### config.mk
export PLATFORM = sky130hd
export DESIGN_NAME = mul_seq_responder
export DESIGN_NICKNAME = d
export VERILOG_FILES = /design/src/rtl/mul_seq_responder.sv
export SDC_FILE = /design/constraint.sdc
export NUM_CORES = 1
export LEC_CHECK = 0
export ABC_AREA = 1
export BUFFER_PORTS_ARGS = -buffer_cell sky130_fd_sc_hd__buf_2
export CAP_MARGIN = 20
export CORE_ASPECT_RATIO = 1.25
export CORE_MARGIN = 3
export CORE_UTILIZATION = 32
export DETAILED_ROUTE_END_ITERATION = 10
export PLACE_DENSITY = 0.51
export SYNTH_ARGS = -nofsm -noshare
export SYNTH_HDL_FRONTEND = slang
export SYNTH_SLANG_ARGS = --single-unit
### constraint.sdc
create_clock -name ap_clk -period 6.9 [get_ports ap_clk]
set_clock_uncertainty 0.2 [all_clocks]
set_input_delay 0.345 -clock ap_clk [delete_from_list [all_inputs] [get_ports ap_clk]]
set_output_delay 0.345 -clock ap_clk [all_outputs]
set_load 0.05 [all_outputs]
### src/rtl/mul_seq_responder.sv
// Iterative radix-2 shift-add multiplier behind an ap_ctrl_hs callee handshake.
// Operands are latched on accept. The engine runs WIDTH add/shift iterations,
// except that a zero operand skips straight to completion. The product is then
// presented on ap_return with a one-cycle ap_done pulse.
//
// Ports:
//   ap_clk     clock, rising edge
//   ap_rst_n   asynchronous active-low reset
//   ap_start   level request from the initiator, sampled only in IDLE
//   ap_done    one-cycle completion pulse; ap_return valid in that cycle
//   ap_idle    high in IDLE while ap_start is low
//   ap_ready   high in the accept cycle (IDLE and ap_start)
//   a, b       unsigned operands, WIDTH bits each
//   ap_return  unsigned product, 2*WIDTH bits; held until the next completion
module mul_seq_responder #(
    parameter int unsigned WIDTH = 64
) (
    input  logic                 ap_clk,
    input  logic                 ap_rst_n,
    input  logic                 ap_start,
    output logic                 ap_done,
    output logic                 ap_idle,
    output logic                 ap_ready,
    input  logic [WIDTH-1:0]     a,
    input  logic [WIDTH-1:0]     b,
    output logic [2*WIDTH-1:0]   ap_return
);

    localparam int unsigned CNT_W = $clog2(WIDTH) + 1;
    localparam int unsigned PW    = 2 * WIDTH;

    typedef enum logic [2:0] {
        IDLE = 3'b001,
        CALC = 3'b010,
        DONE = 3'b100
    } state_t;

    state_t             state_q;
    state_t             state_d;
    logic [PW-1:0]      acc_q;
    logic [PW-1:0]      mcand_q;
    logic [WIDTH-1:0]   mplier_q;
    logic [CNT_W-1:0]   cnt_q;

    logic               accept_c;
    logic               zero_op_c;
    logic               last_iter_c;
    logic [PW-1:0]      acc_step_c;

    // State register
    always_ff @(posedge ap_clk or negedge ap_rst_n) begin
        if (!ap_rst_n) begin
            state_q <= IDLE;
        end else begin
            state_q <= state_d;
        end
    end

    // Next-state and handshake decode
    always_comb begin
        state_d     = state_q;
        ap_ready    = 1'b0;
        ap_idle     = 1'b0;
        ap_done     = 1'b0;
        accept_c    = 1'b0;
        zero_op_c   = (a == '0) || (b == '0);
        last_iter_c = (cnt_q == CNT_W'(WIDTH - 1));
        acc_step_c  = mplier_q[0] ? (acc_q + mcand_q) : acc_q;
        unique case (state_q)
            IDLE: begin
                ap_idle  = !ap_start;
                ap_ready = ap_start;
                accept_c = ap_start;
                if (ap_start) begin
                    state_d = zero_op_c ? DONE : CALC;
                end
            end
            CALC: begin
                if (last_iter_c) begin
                    state_d = DONE;
                end
            end
            DONE: begin
                ap_done = 1'b1;
                state_d = IDLE;
            end
            default: state_d = IDLE;
        endcase
    end

    // Shift-add datapath and the registered result copy
    always_ff @(posedge ap_clk or negedge ap_rst_n) begin
        if (!ap_rst_n) begin
            acc_q     <= '0;
            mcand_q   <= '0;
            mplier_q  <= '0;
            cnt_q     <= '0;
            ap_return <= '0;
        end else begin
            if (accept_c) begin
                mcand_q  <= {{WIDTH{1'b0}}, a};
                mplier_q <= b;
                acc_q    <= '0;
                cnt_q    <= '0;
                // Zero-operand shortcut completes with a zero product.
                if (zero_op_c) begin
                    ap_return <= '0;
                end
            end else if (state_q == CALC) begin
                acc_q    <= acc_step_c;
                mcand_q  <= mcand_q << 1;
                mplier_q <= mplier_q >> 1;
                cnt_q    <= cnt_q + CNT_W'(1);
                // Capture the final sum on the edge into DONE.
                if (last_iter_c) begin
                    ap_return <= acc_step_c;
                end
            end
        end
    end

endmodule

# After elaboration in Yosys (flattened, before gate mapping)

Cells that the tools add are included.

Flip-flop bits (word level): 458
Input port bits: 131
Output and inout port bits: 131

Reduce and logical (&&, ||, !) cells: 8
Multiplexer cells: 20
Add/sub/neg operators: 2
Eq/ne operators: 7

Operators by type and width:

| operator            | count |
|---|---|
| $mux 128            | 9 |
| $add 128x128->128   | 1 |
| $logic_not 64->1    | 2 |
| $mux 64             | 2 |
| $mux 7              | 2 |
| $mux 3              | 3 |
| $add 7x1->7 const B | 1 |
| $eq 7x6->1 const B  | 1 |
| $pmux 3 s2          | 1 |
| $ne 2x2->1 const B  | 2 |
| $reduce_bool 2->1   | 2 |
| $eq 3x1->1 const B  | 1 |
| $eq 3x2->1 const B  | 1 |
| $eq 3x3->1 const B  | 1 |
| $mux 1              | 3 |
| $reduce_and 3->1    | 1 |
| $ne 2x1->1 const B  | 1 |
| $reduce_and 2->1    | 1 |
| $logic_not 1->1     | 1 |
| $logic_or 1x1->1    | 1 |

# Logic depth before layout (Yosys ltp)

Gate-level depths: netlist of the first run.

Depth in word-level cells: 5
Gate-level depth with buffers: 19
Mapped depth without buffers: 19

# Worst setup path after synthesis of the first run

No wires, ideal clock.

Kind: flip-flop to output port
Start point: register state_q[0]
End point: output port ap_idle
Required time: 6,355 ps
Slack: 4,289 ps
Stages on the path, launching flop included: 3
Arrival: 2,066 ps
Cell sequence: dfstp_2 inv_1 nor4_1

Cells in the longest elaborated chain, start to end: 2

RTL lines:

| what                   | RTL line | RTL |
|---|---|---|
| start, declared        | 38       | `state_t state_q;` |
| start signal, assigned | 55       | `state_q <= state_d;` |
| $eq 3x1->1             | 69       | `unique case (state_q)` |
| $mux 1                 | 69       |  |
| end, declared          | 22       | `output logic ap_idle,` |

No other way between the ends.

# Worst setup path in the final report of the first run

Start point: register state_q[0]
End point: register acc_q[79]

Cells in the longest elaborated chain, start to end: 3
Elaborated cells between the ends (all ways): 5
Classes of those cells: eq/ne: 2; mux: 2; reduce/logical: 1

RTL lines:

| what                                                 | RTL line | RTL |
|---|---|---|
| $eq 3x1->1                                           | 69       |  |
| $mux 1                                               | 69       |  |
| $mux 128 / $reduce_bool 2->1 (equally long branches) | n/a      |  |
| end signal, assigned                                 | 110      | `acc_q <= acc_step_c;` |
| end, declared                                        | 40       | `logic [PW-1:0] acc_q;` |

Parallel ways exist; a longest one is shown, timed or not.
A chain may end at the register's enable or synchronous reset.

==> results_dict.tcl, run 1 <==
set metrics [dict create \
    status "complete, no violations" \
    fillers 11712 \
    postCtsSetupRepairBufs 0 \
    pin_count 262 \
    ys_ff_latch 458 \
    rows 133 \
    seq_area_um2 11500 \
    wirelength_um 135000 \
    slowest_stage "buf_4" \
    maxSlewViolCount 0 \
    ant_nets 0 \
    crit_path_max_incr_delay_ns 0.78 \
    die_w_um 298 \
    post-place-ws_ns 3.03 \
    vias 34166 \
    cts-root-buf "clkbuf_16" \
    synthToLayoutAreaGrowth_pct 16.8 \
    syn_area_um2 34100 \
    total_power_mw 17.3 \
    grt_pass1_wl_um 204000 \
    drv_cap 0 \
    hold_start "ap_start" \
    hold_buffers 129 \
    hold_viol 0 \
    reg2reg_slack_ns 2.97 \
    post-route-period-util_pct 56.9 \
    fp.coreArea_um2 106000 \
    grt_use_total_pct 24.0 \
    multiInputGateArea_um2 17800 \
    layout_setup_ws_ns 2.97 \
    cts_tree "yes" \
    antenna_found_initial 5 \
    dp_hpwl_um 106000 \
    crit_top_cell "buf_4" \
    synthDistinctLibCells 43 \
    syn_avg_cell_area_um2 6.31 \
    critical_path.cell_chain "inv_1 > nor3_1 > nand2_4 > inv_6 > buf_4 > buf_4 > a21oi_1 > nand3_1 > o21ai_1" \
    reg2reg_to "acc_q[79]$_DFFE_PN0P_" \
    power_density_nw_per_um2 436 \
    grt_overflow 0 \
    drt-pass1-iter-count 6 \
    finalSetupTns_ns 0 \
    ys_warn_count 0 \
    ctsResizeCount 0 \
    crit_family "buffers and inverters" \
    cp.arrival_ns 4.18 \
    grt_pass1_vias 33199 \
    hold_class "in -> reg" \
    grt_max_degree 141 \
    viasPerCell 4.76 \
    synth_top_area_cell "dfrtp_1" \
    slew_headroom_pct 33.4 \
    fin_nets 5968 \
    insertion_delay_ns 0.65 \
    power_leakage_nw 21.7 \
    min_to "cnt_q[5]$_DFFE_PN0P_" \
    final_core_util_pct 37.7 \
    max-vdd-ir-drop_uv 260 \
    synth_cells 5402 \
    worst-path-max-fanout 63 \
    dieArea_um2 110000 \
    drc_errors 0 \
    synth_top_area_share_pct 33.6 \
    clock.fmax_mhz 255 \
    rsz0062_at_grt "no" \
    path_class "reg -> reg" \
    cts_buffer_depth 3 \
    start_util_pct 32.3 \
    timing.rr.start "state_q[0]$_DFFE_PN1P_" \
    synth.area.top_cells "dfrtp_1 (34%), nand2_1 (21%), inv_1 (11%)" \
    clkTransAtPathRegs_ns 0.07 \
    final_layout_size_suffix_gt1_share_pct 10.2 \
    worstPathRequired_ns 7.16 \
    htree_levels 2 \
    min_period_ns 3.93 \
    drt_iter0_markers 2516 \
    hold_depth 4 \
    cts.sinks 458 \
    crit_buf_inv 4 \
    worstSetupEndpointType "flip-flop" \
    die_y_um 371 \
    startpoint "state_q[0]$_DFFE_PN1P_" \
    synth_fp_nets 5662 \
    setup_viol 0 \
    r2r_cells 9 \
    yosysSeqAreaShare_pct 33.6 \
    cts_buffers 51 \
    gp_congestion 0.993 \
    io_buffers 261 \
    start_kind "flip-flop" \
    worst_pin_slew_ns 1.00 \
    wl_per_cell_um 18.9 \
]
## layer usage
layer	global-route usage [%]	wire length, um	part of all wire [%]
met1	28.8	55500	41
met2	43.7	67600	50
met3	1.96	5190	3.8
met4	11.0	7080	5.2
met5	0	0	0
## cells in the final DEF (no fill, tap or decap), drive strengths merged, types with 4 or more instances in the layout
master,count
nor4,25
inv,1077
dlygate4sd3,129
buf,284
nor2,488
nand2,1968
nor3,40
a21oi,119
nand3,347
ha,128
clkinvlp,5
nand4,28
o22ai,63
xor2,12
and3,4
clkbuf,66
o21bai,6
o21ai,333
and2,4
o211ai,21
diode,5
o221ai,64
bufinv,7
clkinv,16
xnor2,51
dfrtp,457
## cells in the mapped netlist (all sizes together)
library cell,number
a21o,1
a21oi,119
a22o,1
a31o,1
and2,4
and3,4
and3b,1
buf,65
clkbuf,95
clkinv,3
dfrtp,457
dfstp,1
fa,1
ha,128
inv,1074
nand2,1968
nand3,347
nand4,28
nor2,488
nor3,40
nor4,25
o211ai,21
o21a,1
o21ai,333
o21bai,6
o221ai,64
o22ai,63
xnor2,51
xor2,12
## power breakdown
group          leakage, nW  switching, mW  internal (mW)
logic                 15.0           7.14           2.81
registers             5.89          0.716           3.70
clock network        0.869           1.23           1.72
total                 21.7           9.09           8.24
## worst register-to-register path, cell delays in order (launching register included)
cell,delay (ns)
dfstp_2,0.53
inv_1,0.08
nor3_1,0.28
nand2_4,0.29
inv_6,0.46
buf_4,0.65
buf_4,0.87
a21oi_1,0.17
nand3_1,0.13
o21ai_1,0.09
## metrics by stage
step	area [um2]	std cells	hold slack (ns)
floorplan	34100	5402	-0.151
global placement	36700	6943	0.262
detailed placement	36700	6943	0.260
CTS	39800	7166	0.109
global route	39800	7171	0.152
finish	39800	7171	0.144
## worst max-delay path by stage
stage                                        to  slack [ns]  cells after the start
after floorplan                         ap_idle        4.29                      2
after global placement    acc_q[50]$_DFFE_PN0P_        3.06                      9
after detailed placement  acc_q[79]$_DFFE_PN0P_        3.03                      9
after CTS                              ap_ready        2.90                      6
after global routing      acc_q[79]$_DFFE_PN0P_        2.71                      9
final                     acc_q[79]$_DFFE_PN0P_        2.97                      9
## cells by family after synthesis
| kind of cell | Yosys count | synth area share, % |
|---|---|---|
| AO/OA/AOI/OAI | 610 | 10.2 |
| XOR/XNOR | 63 | 1.62 |
| adder cells (fa/ha/maj) | 129 | 4.76 |
| buffers and inverters | 1237 | 14.1 |
| flip-flops | 458 | 33.6 |
| AND/OR/NAND/NOR | 2905 | 35.8 |
## cell type report
type / instances / share of cell area, %
Timing Repair Buffer: 413 / 7.11
Sequential cell: 458 / 28.8
Antenna cell: 5 / 0.0314
Multi-Input combinational cell: 3707 / 44.9
Tap cell: 1417 / 4.46
Clock inverter: 28 / 0.962
Clock buffer: 66 / 3.55
Inverter: 1077 / 10.2
## sequential cells by signal (all words and copies together) (netlist names)
name,count
acc_q,128
ap_return,128
mcand_q,128
mplier_q,64
cnt_q,7
state_q,3
Note: power is estimated with default switching activity, not from simulation.
==> run 2: changes to the inputs <==
- ABC_AREA: 1 -> 0
- PLACE_DENSITY: 0.51 -> 0.53
- clock period: 6.9 -> 3.2 ns (I/O delays scaled with it)
==> run 2 against run 1 <==
The flow now finishes with violations (DRC, setup timing). Clock power rose by 130%. Final cell count fell by 18%. Via count fell by 8.4%. Setup slack got worse by 3.4 ns. Die area fell by 15%. Critical path depth rose by 3. Critical path type unchanged. Largest power group unchanged.
==> results_dict.tcl, run 2 <==
set metrics [dict create \
    ys_warn_count 0 \
    min_to "mcand_q[19]$_DFFE_PN0P_" \
    post-route-period-util_pct 114 \
    syn_area_um2 28700 \
    power_density_nw_per_um2 886 \
    vias 31289 \
    layout_setup_ws_ns -0.453 \
    synth-async-reset-ratio_pct 100 \
    reg2reg_to "acc_q[81]$_DFFE_PN0P_" \
    cts-root-buf "clkbuf_16" \
    crit_buf_inv 0 \
    start_kind "flip-flop" \
    grt_max_degree 144 \
    critical_path.cell_chain "ha_4 > nand2_4 > a211oi_2 > nand2_1 > or4_4 > and3_4 > o31ai_4 > a22oi_2 > a2111o_1 > and3b_1 > o31a_1 > a21oi_2" \
    synth_top_area_share_pct 39.8 \
    maxSlewViolCount 0 \
    synth_cells 3515 \
    ys_ff_latch 458 \
    timing.rr.start "acc_q[12]$_DFFE_PN0P_" \
    synthDistinctLibCells 79 \
    crit_path_max_incr_delay_ns 0.58 \
    yosys_most_used_dff "dfrtp_1" \
    synth.area.top_cells "dfrtp_1 (40%), nand2_1 (9.6%), a21oi_1 (6.0%)" \
    clkPwrFrac_pct 17.0 \
    synthToLayoutAreaGrowth_pct 54.7 \
    grt_pass1_vias 31603 \
    wl_per_cell_um 21.2 \
    reg2reg_slack_ns -0.45 \
    grt_pass1_wl_um 187000 \
    rows 122 \
    power_leakage_nw 20.5 \
    cts_buffers 52 \
    htree_levels 2 \
    reg_top3 "acc_q x128, ap_return x128, mcand_q x128" \
    fin_nets 4889 \
    power_frac_comb_pct 59.7 \
    path_class "reg -> reg" \
    start_util_pct 32.3 \
    ys_top_cells_by_count "nand2_1 (734), dfrtp_1 (457), a21oi_1 (346), nor2_1 (269), o21ai_0 (240)" \
    min_period_ns 3.65 \
    cp.arrival_ns 4.03 \
    holdWs_ns 0.0960 \
    yosys.cell_count.top_type "nand2_1" \
    drt-pass1-iter-count 10 \
    cts_tree "yes" \
    fp.coreArea_um2 88800 \
    pwr-share-seq_pct 23.3 \
    die_w_um 274 \
    fillers 8473 \
    worstSetupEndpointType "flip-flop" \
    insertion_delay_ns 0.65 \
    worst_pin_slew_ns 0.831 \
    hold_class "in -> reg" \
    synth_fp_nets 3775 \
    mostFrequentLayoutCells "buf_4 (809), nand2_1 (711), dfrtp_1 (453)" \
    violations "DRC, setup timing" \
    gp_congestion 0.957 \
    clkTransAtPathRegs_ns 0.07 \
    final_core_util_pct 50.0 \
    hold_viol 0 \
    yosysSeqAreaShare_pct 39.9 \
    cts.sinks 458 \
    viasPerCell 5.35 \
    io_buffers 261 \
    clock.fmax_mhz 274 \
    grt_use_total_pct 25.8 \
    rsz0062_at_grt "yes" \
    pin_count 262 \
    drt_iter0_markers 2256 \
    cts_buffer_depth 3 \
    slowest_stage "or4_4" \
    ant_nets 0 \
    slew_headroom_pct 44.6 \
    crit_family "compound AO/OA/AOI/OAI gates" \
    setup_viol 222 \
    die_y_um 341 \
    dp_hpwl_um 91100 \
    synth_top_area_cell "dfrtp_1" \
    syn_avg_cell_area_um2 8.17 \
    worstPathRequired_ns 3.57 \
    final_layout_size_suffix_gt1_share_pct 36.4 \
    synth-edff-count 0 \
    hold_start "a[19]" \
    status "finished, violations left" \
    worst-path-max-fanout 4 \
    max-vdd-ir-drop_uv 753 \
    r2r_cells 12 \
    final_common_cell "buf_4" \
    drv_cap 0 \
    hold_depth 4 \
    dieArea_um2 93400 \
    drc_errors 2 \
    netSwitchingFraction_pct 44.7 \
    wirelength_um 124000 \
    antenna_found_initial 1 \
    p_int_mw 21.8 \
    switchingPower_mw 17.6 \
    grt_overflow 0 \
]
[run 2: power groups by stage]
stage          Clock (mW)  Sequential [mW]  Combinational [mW]
2_1_floorplan           0             10.9                8.70
3_3_place_gp            0             9.10                20.0
3_5_place_dp            0             9.12                20.1
4_1_cts              6.85             9.15                22.3
5_1_grt              7.07             9.42                25.2
6_report             6.69             9.18                23.5
[run 2: tightest hold or removal path, cell delays in order]
cell and delay (ns):
dlygate4sd3_1 0.51, buf_2 0.11, a22oi_1 0.08, nand2_1 0.06
[run 2: cells by family (layout without fill, tap and decap cells)]
kind of cell	after synthesis	in the layout	share of synthesized area (%)
mux	92	92	3.27
simple gates	1344	1344	20.3
xor+xnor	122	122	3.72
flops	458	458	39.9
buf+inv	299	1456	3.91
fa+ha+maj	129	129	5.64
other cells	0	1	0
compound gates	1071	1071	23.2
[run 2: timing repair]
| item | 4_1_cts | 5_1_grt |
|---|---|---|
| setup buffers | 71 | 33 |
| resized for setup | 485 | 216 |
| hold buffers | 132 | 0 |
| hold endpoints to repair | 539 | 0 |
| pin swaps | 201 | 152 |
| setup endpoints to repair | 212 | 231 |
[run 2: per-layer routing]
| metal | global-route usage [%] | wire [um] |
|---|---|---|
| met5 | 0 | 0 |
| met4 | 8.84 | 4620 |
| met3 | 2.51 | 5990 |
| met2 | 44.5 | 60500 |
| met1 | 33.7 | 52700 |
[run 2: per-stage QoR]
step	instance area (um2)	setup WS [ns]	TNS [ns]	std cells	total power [mW]
6_report	44500	-0.453	-41.09	5851	39.4
5_1_grt	44400	-0.563	-67.63	5850	41.6
4_1_cts	43300	-0.451	-39.94	5833	38.3
3_5_place_dp	37500	-1.05	-88.22	5552	29.2
3_3_place_gp	37500	-1.07	-83.49	5552	29.1
2_1_floorplan	28900	-0.134	-0.414	3515	19.6
[run 2: worst max-delay path by stage]
stage | from | end | cells after the start
finish | acc_q[12]$_DFFE_PN0P_ | acc_q[81]$_DFFE_PN0P_ | 12
global route | acc_q[0]$_DFFE_PN0P_ | ap_return[119]$_DFFE_PN0P_ | 17
CTS | acc_q[12]$_DFFE_PN0P_ | acc_q[81]$_DFFE_PN0P_ | 12
detailed placement | acc_q[0]$_DFFE_PN0P_ | acc_q[84]$_DFFE_PN0P_ | 16
global placement | acc_q[0]$_DFFE_PN0P_ | acc_q[84]$_DFFE_PN0P_ | 16
floorplan | acc_q[13]$_DFFE_PN0P_ | ap_return[118]$_DFFE_PN0P_ | 13
[run 2: cell type report]
type                            count  area (um2)  share of cell area [%]
Sequential cell                   458       11500                    25.8
Multi-Input combinational cell   2758       19300                    43.4
Antenna cell                        1        2.50                 0.00563
Clock buffer                       69        1470                    3.30
Timing Repair Buffer             1306       10100                    22.8
Clock inverter                     28         428                   0.963
Tap cell                         1178        1470                    3.32
Inverter                           53         206                   0.464
